### src/rtl/lsu_bus_master_pkg.sv
// Shared mem-op encodings, access-size decode and FSM states for the LSU bus master.
package lsu_bus_master_pkg;

  localparam logic [2:0] MEMOP_W   = 3'b000;
  localparam logic [2:0] MEMOP_SH  = 3'b001;
  localparam logic [2:0] MEMOP_SB  = 3'b010;
  localparam logic [2:0] MEMOP_BAD = 3'b011;
  localparam logic [2:0] MEMOP_LH  = 3'b100;
  localparam logic [2:0] MEMOP_LHU = 3'b101;
  localparam logic [2:0] MEMOP_LB  = 3'b110;
  localparam logic [2:0] MEMOP_LBU = 3'b111;

  typedef enum logic [1:0] {
    ST_IDLE = 2'd0,
    ST_BUS  = 2'd1,
    ST_DONE = 2'd2
  } lsu_state_t;

  typedef enum logic [1:0] {
    SZ_WORD = 2'd0,
    SZ_HALF = 2'd1,
    SZ_BYTE = 2'd2,
    SZ_NONE = 2'd3
  } memop_size_t;

  function automatic memop_size_t memop_size(input logic [2:0] op);
    case (op)
      MEMOP_W:                      return SZ_WORD;
      MEMOP_SH, MEMOP_LH, MEMOP_LHU: return SZ_HALF;
      MEMOP_SB, MEMOP_LB, MEMOP_LBU: return SZ_BYTE;
      default:                      return SZ_NONE;
    endcase
  endfunction

  function automatic logic memop_unsigned(input logic [2:0] op);
    return (op == MEMOP_LHU) || (op == MEMOP_LBU);
  endfunction

endpackage

### src/rtl/lsu_bus_master_if.sv
// Data-memory bus port: the LSU drives the request side, memory returns ack and read data.
interface lsu_bus_master_if #(
  parameter int ADDR_W = 32
);
  logic              mem_req_o;
  logic              mem_we_o;
  logic [3:0]        mem_be_o;
  logic [ADDR_W-1:0] mem_addr_o;
  logic [31:0]       mem_wdata_o;
  logic              mem_ack_i;
  logic [31:0]       mem_rdata_i;

  modport master (
    output mem_req_o, mem_we_o, mem_be_o, mem_addr_o, mem_wdata_o,
    input  mem_ack_i, mem_rdata_i
  );

  modport slave (
    input  mem_req_o, mem_we_o, mem_be_o, mem_addr_o, mem_wdata_o,
    output mem_ack_i, mem_rdata_i
  );
endinterface

### src/rtl/lsu_align.sv
// Combinational alignment check, byte-enable generation, store lane shift and load extension.
module lsu_align
  import lsu_bus_master_pkg::*;
(
  input  logic [2:0]  op,
  input  logic [1:0]  addr_lo,
  input  logic [31:0] wdata,
  input  logic [31:0] rdata,
  output logic        misalign,
  output logic        bad_op,
  output logic [3:0]  be,
  output logic [31:0] wdata_lane,
  output logic [31:0] rdata_ext
);

  memop_size_t size;
  logic        uns;
  logic [7:0]  byte_sel;
  logic [15:0] half_sel;

  assign size   = memop_size(op);
  assign uns    = memop_unsigned(op);
  assign bad_op = (size == SZ_NONE);

  always_comb begin
    misalign = 1'b0;
    be       = 4'b0000;
    case (size)
      SZ_WORD: begin
        misalign = (addr_lo != 2'b00);
        be       = 4'b1111;
      end
      SZ_HALF: begin
        misalign = addr_lo[0];
        be       = addr_lo[1] ? 4'b1100 : 4'b0011;
      end
      SZ_BYTE: be = 4'b0001 << addr_lo;
      default: be = 4'b0000;
    endcase
  end

  // Each lane picks its source byte by access size; lanes outside the enable mask stay zero.
  generate
    for (genvar gi = 0; gi < 4; gi++) begin : g_lane
      logic [7:0] src;
      assign src = (size == SZ_WORD) ? wdata[8*gi +: 8] :
                   (size == SZ_HALF) ? wdata[8*(gi%2) +: 8] :
                                       wdata[7:0];
      assign wdata_lane[8*gi +: 8] = be[gi] ? src : 8'h00;
    end
  endgenerate

  assign byte_sel = rdata[{addr_lo, 3'b000} +: 8];
  assign half_sel = addr_lo[1] ? rdata[31:16] : rdata[15:0];

  always_comb begin
    rdata_ext = 32'h0;
    case (size)
      SZ_WORD: rdata_ext = rdata;
      SZ_HALF: rdata_ext = {{16{~uns & half_sel[15]}}, half_sel};
      SZ_BYTE: rdata_ext = {{24{~uns & byte_sel[7]}}, byte_sel};
      default: rdata_ext = 32'h0;
    endcase
  end

endmodule

### src/rtl/lsu_bus_master.sv
// Load/store bus initiator: IDLE/BUS/DONE handshake FSM with registered bus outputs.
// Optional bus-ack timeout enabled with `define LSU_BUS_TIMEOUT_EN.
module lsu_bus_master
  import lsu_bus_master_pkg::*;
#(
  parameter int ADDR_W      = 32,
  parameter int TIMEOUT_CYC = 255
) (
  input  logic              clk,
  input  logic              rst,
  input  logic              req_valid_i,
  input  logic [2:0]        req_op_i,
  input  logic              req_we_i,
  input  logic [ADDR_W-1:0] req_addr_i,
  input  logic [31:0]       req_wdata_i,
  input  logic              kill_i,
  output logic              busy_o,
  output logic              done_o,
  output logic [31:0]       rdata_o,
  output logic              adel_o,
  output logic              ades_o,
  output logic              bus_err_o,
  lsu_bus_master_if.master  mem
);

  lsu_state_t        state_reg;
  logic [2:0]        op_reg;
  logic              we_reg;
  logic [1:0]        addr_lo_reg;
  logic              kill_reg;
  logic              mem_req_reg;
  logic              mem_we_reg;
  logic [3:0]        mem_be_reg;
  logic [ADDR_W-1:0] mem_addr_reg;
  logic [31:0]       mem_wdata_reg;
  logic              done_reg;
  logic [31:0]       rdata_reg;
  logic              adel_reg;
  logic              ades_reg;

  logic              idle;
  logic [2:0]        al_op;
  logic [1:0]        al_addr_lo;
  logic              misalign;
  logic              bad_op;
  logic [3:0]        be;
  logic [31:0]       wdata_lane;
  logic [31:0]       rdata_ext;

  // The aligner sees the incoming request while idle and the latched access otherwise.
  assign idle       = (state_reg == ST_IDLE);
  assign al_op      = idle ? req_op_i : op_reg;
  assign al_addr_lo = idle ? req_addr_i[1:0] : addr_lo_reg;

  lsu_align u_align (
    .op         (al_op),
    .addr_lo    (al_addr_lo),
    .wdata      (req_wdata_i),
    .rdata      (mem.mem_rdata_i),
    .misalign   (misalign),
    .bad_op     (bad_op),
    .be         (be),
    .wdata_lane (wdata_lane),
    .rdata_ext  (rdata_ext)
  );

`ifdef LSU_BUS_TIMEOUT_EN
  localparam logic [7:0] TIMEOUT_LAST = 8'(TIMEOUT_CYC - 1);
  logic [7:0] wait_cnt_reg;
  logic       bus_err_reg;
  assign bus_err_o = bus_err_reg;
`else
  assign bus_err_o = 1'b0;
`endif

  always_ff @(posedge clk) begin
    if (!rst) begin
      state_reg     <= ST_IDLE;
      op_reg        <= 3'b000;
      we_reg        <= 1'b0;
      addr_lo_reg   <= 2'b00;
      kill_reg      <= 1'b0;
      mem_req_reg   <= 1'b0;
      mem_we_reg    <= 1'b0;
      mem_be_reg    <= 4'b0000;
      mem_addr_reg  <= '0;
      mem_wdata_reg <= 32'h0;
      done_reg      <= 1'b0;
      rdata_reg     <= 32'h0;
      adel_reg      <= 1'b0;
      ades_reg      <= 1'b0;
`ifdef LSU_BUS_TIMEOUT_EN
      wait_cnt_reg  <= 8'h00;
      bus_err_reg   <= 1'b0;
`endif
    end else begin
      case (state_reg)
        ST_IDLE: begin
          if (req_valid_i && !kill_i) begin
            op_reg      <= req_op_i;
            we_reg      <= req_we_i;
            addr_lo_reg <= req_addr_i[1:0];
            kill_reg    <= 1'b0;
            if (misalign || bad_op) begin
              state_reg <= ST_DONE;
              done_reg  <= 1'b1;
              rdata_reg <= 32'h0;
              adel_reg  <= misalign & ~req_we_i;
              ades_reg  <= misalign & req_we_i;
            end else begin
              state_reg     <= ST_BUS;
              mem_req_reg   <= 1'b1;
              mem_we_reg    <= req_we_i;
              mem_be_reg    <= be;
              mem_addr_reg  <= {req_addr_i[ADDR_W-1:2], 2'b00};
              mem_wdata_reg <= wdata_lane;
`ifdef LSU_BUS_TIMEOUT_EN
              wait_cnt_reg  <= 8'h00;
`endif
            end
          end
        end

        ST_BUS: begin
          if (mem.mem_ack_i) begin
            mem_req_reg <= 1'b0;
            if (kill_i || kill_reg) begin
              state_reg <= ST_IDLE;
            end else begin
              state_reg <= ST_DONE;
              done_reg  <= 1'b1;
              rdata_reg <= we_reg ? 32'h0 : rdata_ext;
            end
          end else begin
            if (kill_i) kill_reg <= 1'b1;
`ifdef LSU_BUS_TIMEOUT_EN
            if (wait_cnt_reg == TIMEOUT_LAST) begin
              mem_req_reg <= 1'b0;
              if (kill_i || kill_reg) begin
                state_reg <= ST_IDLE;
              end else begin
                state_reg   <= ST_DONE;
                done_reg    <= 1'b1;
                rdata_reg   <= 32'h0;
                bus_err_reg <= 1'b1;
              end
            end else begin
              wait_cnt_reg <= wait_cnt_reg + 8'd1;
            end
`endif
          end
        end

        ST_DONE: begin
          state_reg <= ST_IDLE;
          done_reg  <= 1'b0;
          rdata_reg <= 32'h0;
          adel_reg  <= 1'b0;
          ades_reg  <= 1'b0;
`ifdef LSU_BUS_TIMEOUT_EN
          bus_err_reg <= 1'b0;
`endif
        end

        default: state_reg <= ST_IDLE;
      endcase
    end
  end

  assign busy_o  = ~idle;
  assign done_o  = done_reg & ~kill_i;
  assign rdata_o = rdata_reg;
  assign adel_o  = adel_reg;
  assign ades_o  = ades_reg;

  assign mem.mem_req_o   = mem_req_reg;
  assign mem.mem_we_o    = mem_we_reg;
  assign mem.mem_be_o    = mem_be_reg;
  assign mem.mem_addr_o  = mem_addr_reg;
  assign mem.mem_wdata_o = mem_wdata_reg;

endmodule
### src/flat_wrapper.sv
// flat-port wrapper written by rule: the top's interface ports become plain ports
module lsu_bus_master_flat import lsu_bus_master_pkg::*;
#(
  parameter int ADDR_W      = 32,
  parameter int TIMEOUT_CYC = 255
)
  (clk, rst, req_valid_i, req_op_i, req_we_i, req_addr_i, req_wdata_i, kill_i, busy_o, done_o, rdata_o, adel_o, ades_o, bus_err_o, mem_mem_req_o, mem_mem_we_o, mem_mem_be_o, mem_mem_addr_o, mem_mem_wdata_o, mem_mem_ack_i, mem_mem_rdata_i);
  lsu_bus_master_if #(.ADDR_W(ADDR_W)) mem_i ();
  input  logic clk;
  input  logic rst;
  input  logic req_valid_i;
  input  logic [2:0] req_op_i;
  input  logic req_we_i;
  input  logic [ADDR_W-1:0] req_addr_i;
  input  logic [31:0] req_wdata_i;
  input  logic kill_i;
  output logic busy_o;
  output logic done_o;
  output logic [31:0] rdata_o;
  output logic adel_o;
  output logic ades_o;
  output logic bus_err_o;
  output wire logic [$bits(mem_i.mem_req_o)-1:0] mem_mem_req_o;
  output wire logic [$bits(mem_i.mem_we_o)-1:0] mem_mem_we_o;
  output wire logic [$bits(mem_i.mem_be_o)-1:0] mem_mem_be_o;
  output wire logic [$bits(mem_i.mem_addr_o)-1:0] mem_mem_addr_o;
  output wire logic [$bits(mem_i.mem_wdata_o)-1:0] mem_mem_wdata_o;
  input wire logic [$bits(mem_i.mem_ack_i)-1:0] mem_mem_ack_i;
  input wire logic [$bits(mem_i.mem_rdata_i)-1:0] mem_mem_rdata_i;
  assign mem_mem_req_o = mem_i.mem_req_o;
  assign mem_mem_we_o = mem_i.mem_we_o;
  assign mem_mem_be_o = mem_i.mem_be_o;
  assign mem_mem_addr_o = mem_i.mem_addr_o;
  assign mem_mem_wdata_o = mem_i.mem_wdata_o;
  assign mem_i.mem_ack_i = mem_mem_ack_i;
  assign mem_i.mem_rdata_i = mem_mem_rdata_i;
  lsu_bus_master #(.ADDR_W(ADDR_W), .TIMEOUT_CYC(TIMEOUT_CYC)) u_core (.clk(clk), .rst(rst), .req_valid_i(req_valid_i), .req_op_i(req_op_i), .req_we_i(req_we_i), .req_addr_i(req_addr_i), .req_wdata_i(req_wdata_i), .kill_i(kill_i), .busy_o(busy_o), .done_o(done_o), .rdata_o(rdata_o), .adel_o(adel_o), .ades_o(ades_o), .bus_err_o(bus_err_o), .mem(mem_i));
endmodule
### config.mk
export PLATFORM = sky130hd
export DESIGN_NAME = lsu_bus_master_flat
export DESIGN_NICKNAME = d
export VERILOG_FILES = /design/src/rtl/lsu_bus_master_pkg.sv /design/src/rtl/lsu_bus_master_if.sv /design/src/rtl/lsu_align.sv /design/src/rtl/lsu_bus_master.sv /design/src/flat_wrapper.sv
export SDC_FILE = /design/constraint.sdc
export NUM_CORES = 1
export LEC_CHECK = 0
export CAP_MARGIN = 10
export CORE_ASPECT_RATIO = 0.9
export CORE_UTILIZATION = 25
export DETAILED_ROUTE_END_ITERATION = 7
export GPL_TIMING_DRIVEN = 0
export PLACE_DENSITY_LB_ADDON = 0.08
export REMOVE_ABC_BUFFERS = 1
export SLEW_MARGIN = 0
export SYNTH_ARGS = -nofsm -noshare
export SYNTH_HDL_FRONTEND = slang
export SYNTH_SLANG_ARGS = --single-unit
### constraint.sdc
create_clock -name clk -period 2 [get_ports clk]
set_input_delay 0.2 -clock clk [delete_from_list [all_inputs] [get_ports clk]]
set_output_delay 0.2 -clock clk [all_outputs]
set_load 0.02 [all_outputs]
==> flow_summary_export.csv <==
group,metric,value,unit
yosys,synth_area,5110,µm²
routing,routed-via-count,5541,
global_route,grt_pass1_wl,31.8,mm
power,vdd_ir_drop_max,0.412,mV
critical_path,r2r_slack,-0.31,ns
floorplan,die_h,138,µm
floorplan,die-area,21000,µm²
critical_path,worstReg2RegStart,"u_core.state_reg[0]",
worst_hold_path,whs_endpoint,"u_core.mem.mem_addr_o[28]",
critical_path,critical_path_arrival,2.62,ns
clock_network,cts_tree,"built",
critical_path,r2r_end,"u_core.mem.mem_wdata_o[2]",
floorplan,initial_core_util,25.5,%
timing,hold_viol,0,
timing,fin_crit_sh,115,%
power,powerDensity,657,nW/µm²
timing,period_minus_slack,2.31,ns
global_route,overflow,0,
global_route,grt_use_met3,5.19,%
timing,rsz0062_at_grt,"true",
final_layout,drive_gt1_share,29.8,%
floorplan,fp-row-count,49,
final_layout,syn_to_final_growth,86.5,%
yosys,ys.flop_type,"dfxtp_1",
critical_path,start_kind,"register",
critical_path,worstSetupPathType,"register to register",
timing,clock_skew,0.0125,ns
clock_network,clock_sinks,112,
global_route,grt_use_met1,25.8,%
routing,wl_per_cell,20.1,µm
routing,finalWirelength,22.0,mm
run_status,status,"finished with violations",
final_layout,final_common_cell,"clkdlybuf4s50_1",
yosys,synth_area_per_cell,9.17,µm²
floorplan,die_w,153,µm
run_status,violations,"design-rule violations, negative setup slack",
yosys,synth_top_area_cell,"dfxtp_1",
clock_network,clkLatencyLatePin,0.37,ns
floorplan,core_area,20000,µm²
timing,fmax,0.433,GHz
critical_path,reg2reg_depth,10,
timing,fin_ws,-0.309,ns
power,p_leak,3.53,nW
final_layout,diodes,0,
yosys,syn_inst,557,
global_route,grt_pass1_vias,5429,
clock_network,clockBufferDepth,2,
global_route,use_met2,32.8,%
yosys,yosysUniqueCellTypes,66,
critical_path,critPathMaxFanout,8,
yosys,synth-seq-cells,112,
routing,dr.pass1.iters,7,
placement,place_hpwl,12.2,mm
yosys,synth_edf_count,0,
yosys,async_flop_share,0,%
critical_path,crit_required,2.32,ns
yosys,yosysWarnings,0,
yosys,synth.top_cells.by_area,"dfxtp_1 (44%), a22o_1 (8.1%), nand2_1 (6.8%)",
timing,maxSlewHeadroom,52.2,%
global_route,grtUsageTotal,19.9,%
placement,portBuffers,208,
power,finalPower,6.26,mW
clock_network,hold_buffers,0,
timing,tightest_slew,0.716,ns
flow_run,cap_violations,0,
final_layout,nets,941,
placement,gp_congestion,0.767,
clock_network,htree_levels,3,
worst_hold_path,hold_path_class,"input port to register",
routing,drc,10,
critical_path,cp-end-kind,"register",
final_layout,final_cell_mix,"clkdlybuf4s50_1 (207), dfxtp_1 (110), nand2_1 (63), a22o_1 (47), buf_4 (42)",
worst_hold_path,min-delay-start,"req_addr_i[28]",
worst_hold_path,hold_depth,3,
clock_network,cts_root_buffer,"clkbuf_16",
floorplan,ios,212,
clock_network,clkTransAtPathRegs,0.09,ns
timing,finalMaxSlewViolations,0,
routing,drt.antenna.violating_nets,0,
routing,via_per_inst,5.06,
yosys,ys_seq_area_share,43.9,%
timing,fin_setup_tns,-21.82,ns
global_route,grt_max_degree,48,
routing,initialDrtViolationCount,291,
global_route,top_usage_layer,"met2",
yosys,synth_top_area_share,43.9,%
timing,setup_viol_count_final,105,
global_route,antenna_found_initial,0,
clock_network,cts_buffers,9,
-- routing by layer --
| layer | up-vias | wire (µm) |
|---|---|---|
| li1 | 2634 | - |
| met3 | 29 | 1290 |
| met5 | - | 0 |
| met1 | 2697 | 10100 |
| met4 | 0 | 369 |
| met2 | 181 | 10300 |
-- worst max path at each step --
stage                     cells after the start                 from                    endpoint
after CTS                                    10  u_core.state_reg[0]          u_core.rdata_o[28]
after global placement                        5  u_core.state_reg[1]   u_core.mem.mem_wdata_o[2]
after floorplan                               5  u_core.state_reg[1]   u_core.mem.mem_wdata_o[0]
after global routing                         10  u_core.state_reg[0]  u_core.mem.mem_wdata_o[29]
after detailed placement                      5  u_core.state_reg[1]  u_core.mem.mem_wdata_o[28]
final                                        10  u_core.state_reg[0]   u_core.mem.mem_wdata_o[2]
-- stage by stage --
stage                     utilization, %  hold WS (ns)  std cells  cell area (µm²)  setup slack, ns
after floorplan                        -         0.326        516             4880            -1.43
after detailed placement            36.9         0.447        982             7370            -1.99
after CTS                           43.9         0.374       1075             8780           -0.290
after global routing                47.6         0.383       1096             9520           -0.372
after global placement              36.4         0.443        979             7280            -3.32
final                               47.6         0.386       1096             9520           -0.309
-- cell usage after synthesis, types with 3 or more instances --
library cell	instances
buf_2	14
mux2i_1	29
o31ai_4	3
a21oi_1	45
o21ai_0	20
nor3b_1	5
a21boi_0	7
o2bb2ai_1	16
a22oi_1	7
a221o_1	7
nor2_1	17
nand2_1	93
o31a_1	5
dfxtp_1	112
inv_1	4
buf_4	12
nand4_1	3
nand3_1	37
nand2b_1	4
o211a_1	3
a22o_1	47
clkbuf_1	14
-- power breakdown --
| part | switching, mW | internal (mW) | leakage, nW | total (mW) |
|---|---|---|---|---|
| logic | 1.04 | 1.01 | 2.49 | 2.06 |
| clock network | 0.966 | 0.886 | 0.139 | 1.85 |
| registers | 0.0536 | 2.30 | 0.908 | 2.35 |
-- final cells by class --
| cell class | count | area [µm²] |
|---|---|---|
| Multi-Input combinational cell | 407 | 3440 |
| Sequential cell | 112 | 2250 |
| Clock buffer | 9 | 225 |
| Timing Repair Buffer | 300 | 3200 |
| Fill cell | 1856 | 10500 |
| Clock inverter | 7 | 71.3 |
| Tap cell | 255 | 319 |
| Inverter | 6 | 25.0 |
-- timing repair --
item / CTS / global route
cloned: 12 / 5
setup endpoints to repair: 112 / 105
pin swaps: 29 / 73
resized for setup: 87 / 112
setup buffers: 65 / 20
-- critical path, stage by stage (launching register included) --
cell and delay, ns:
dfxtp_4 0.37, buf_12 0.13, or4_4 0.43, buf_6 0.14, o31a_4 0.12, o211ai_4 0.26, buf_6 0.16, nand2_8 0.08
a21oi_4 0.24, clkbuf_16 0.20, a22o_1 0.13
-- cell families after synthesis --
| group | share of synthesized area (%) |
|---|---|
| buffers and inverters | 4.97 |
| and+or+nand+nor | 17.0 |
| other | 0.0734 |
| muxes | 6.13 |
| AOI/OAI and AO/OA | 27.9 |
| DFF | 43.9 |
Note: power is estimated with default switching activity, not from simulation.
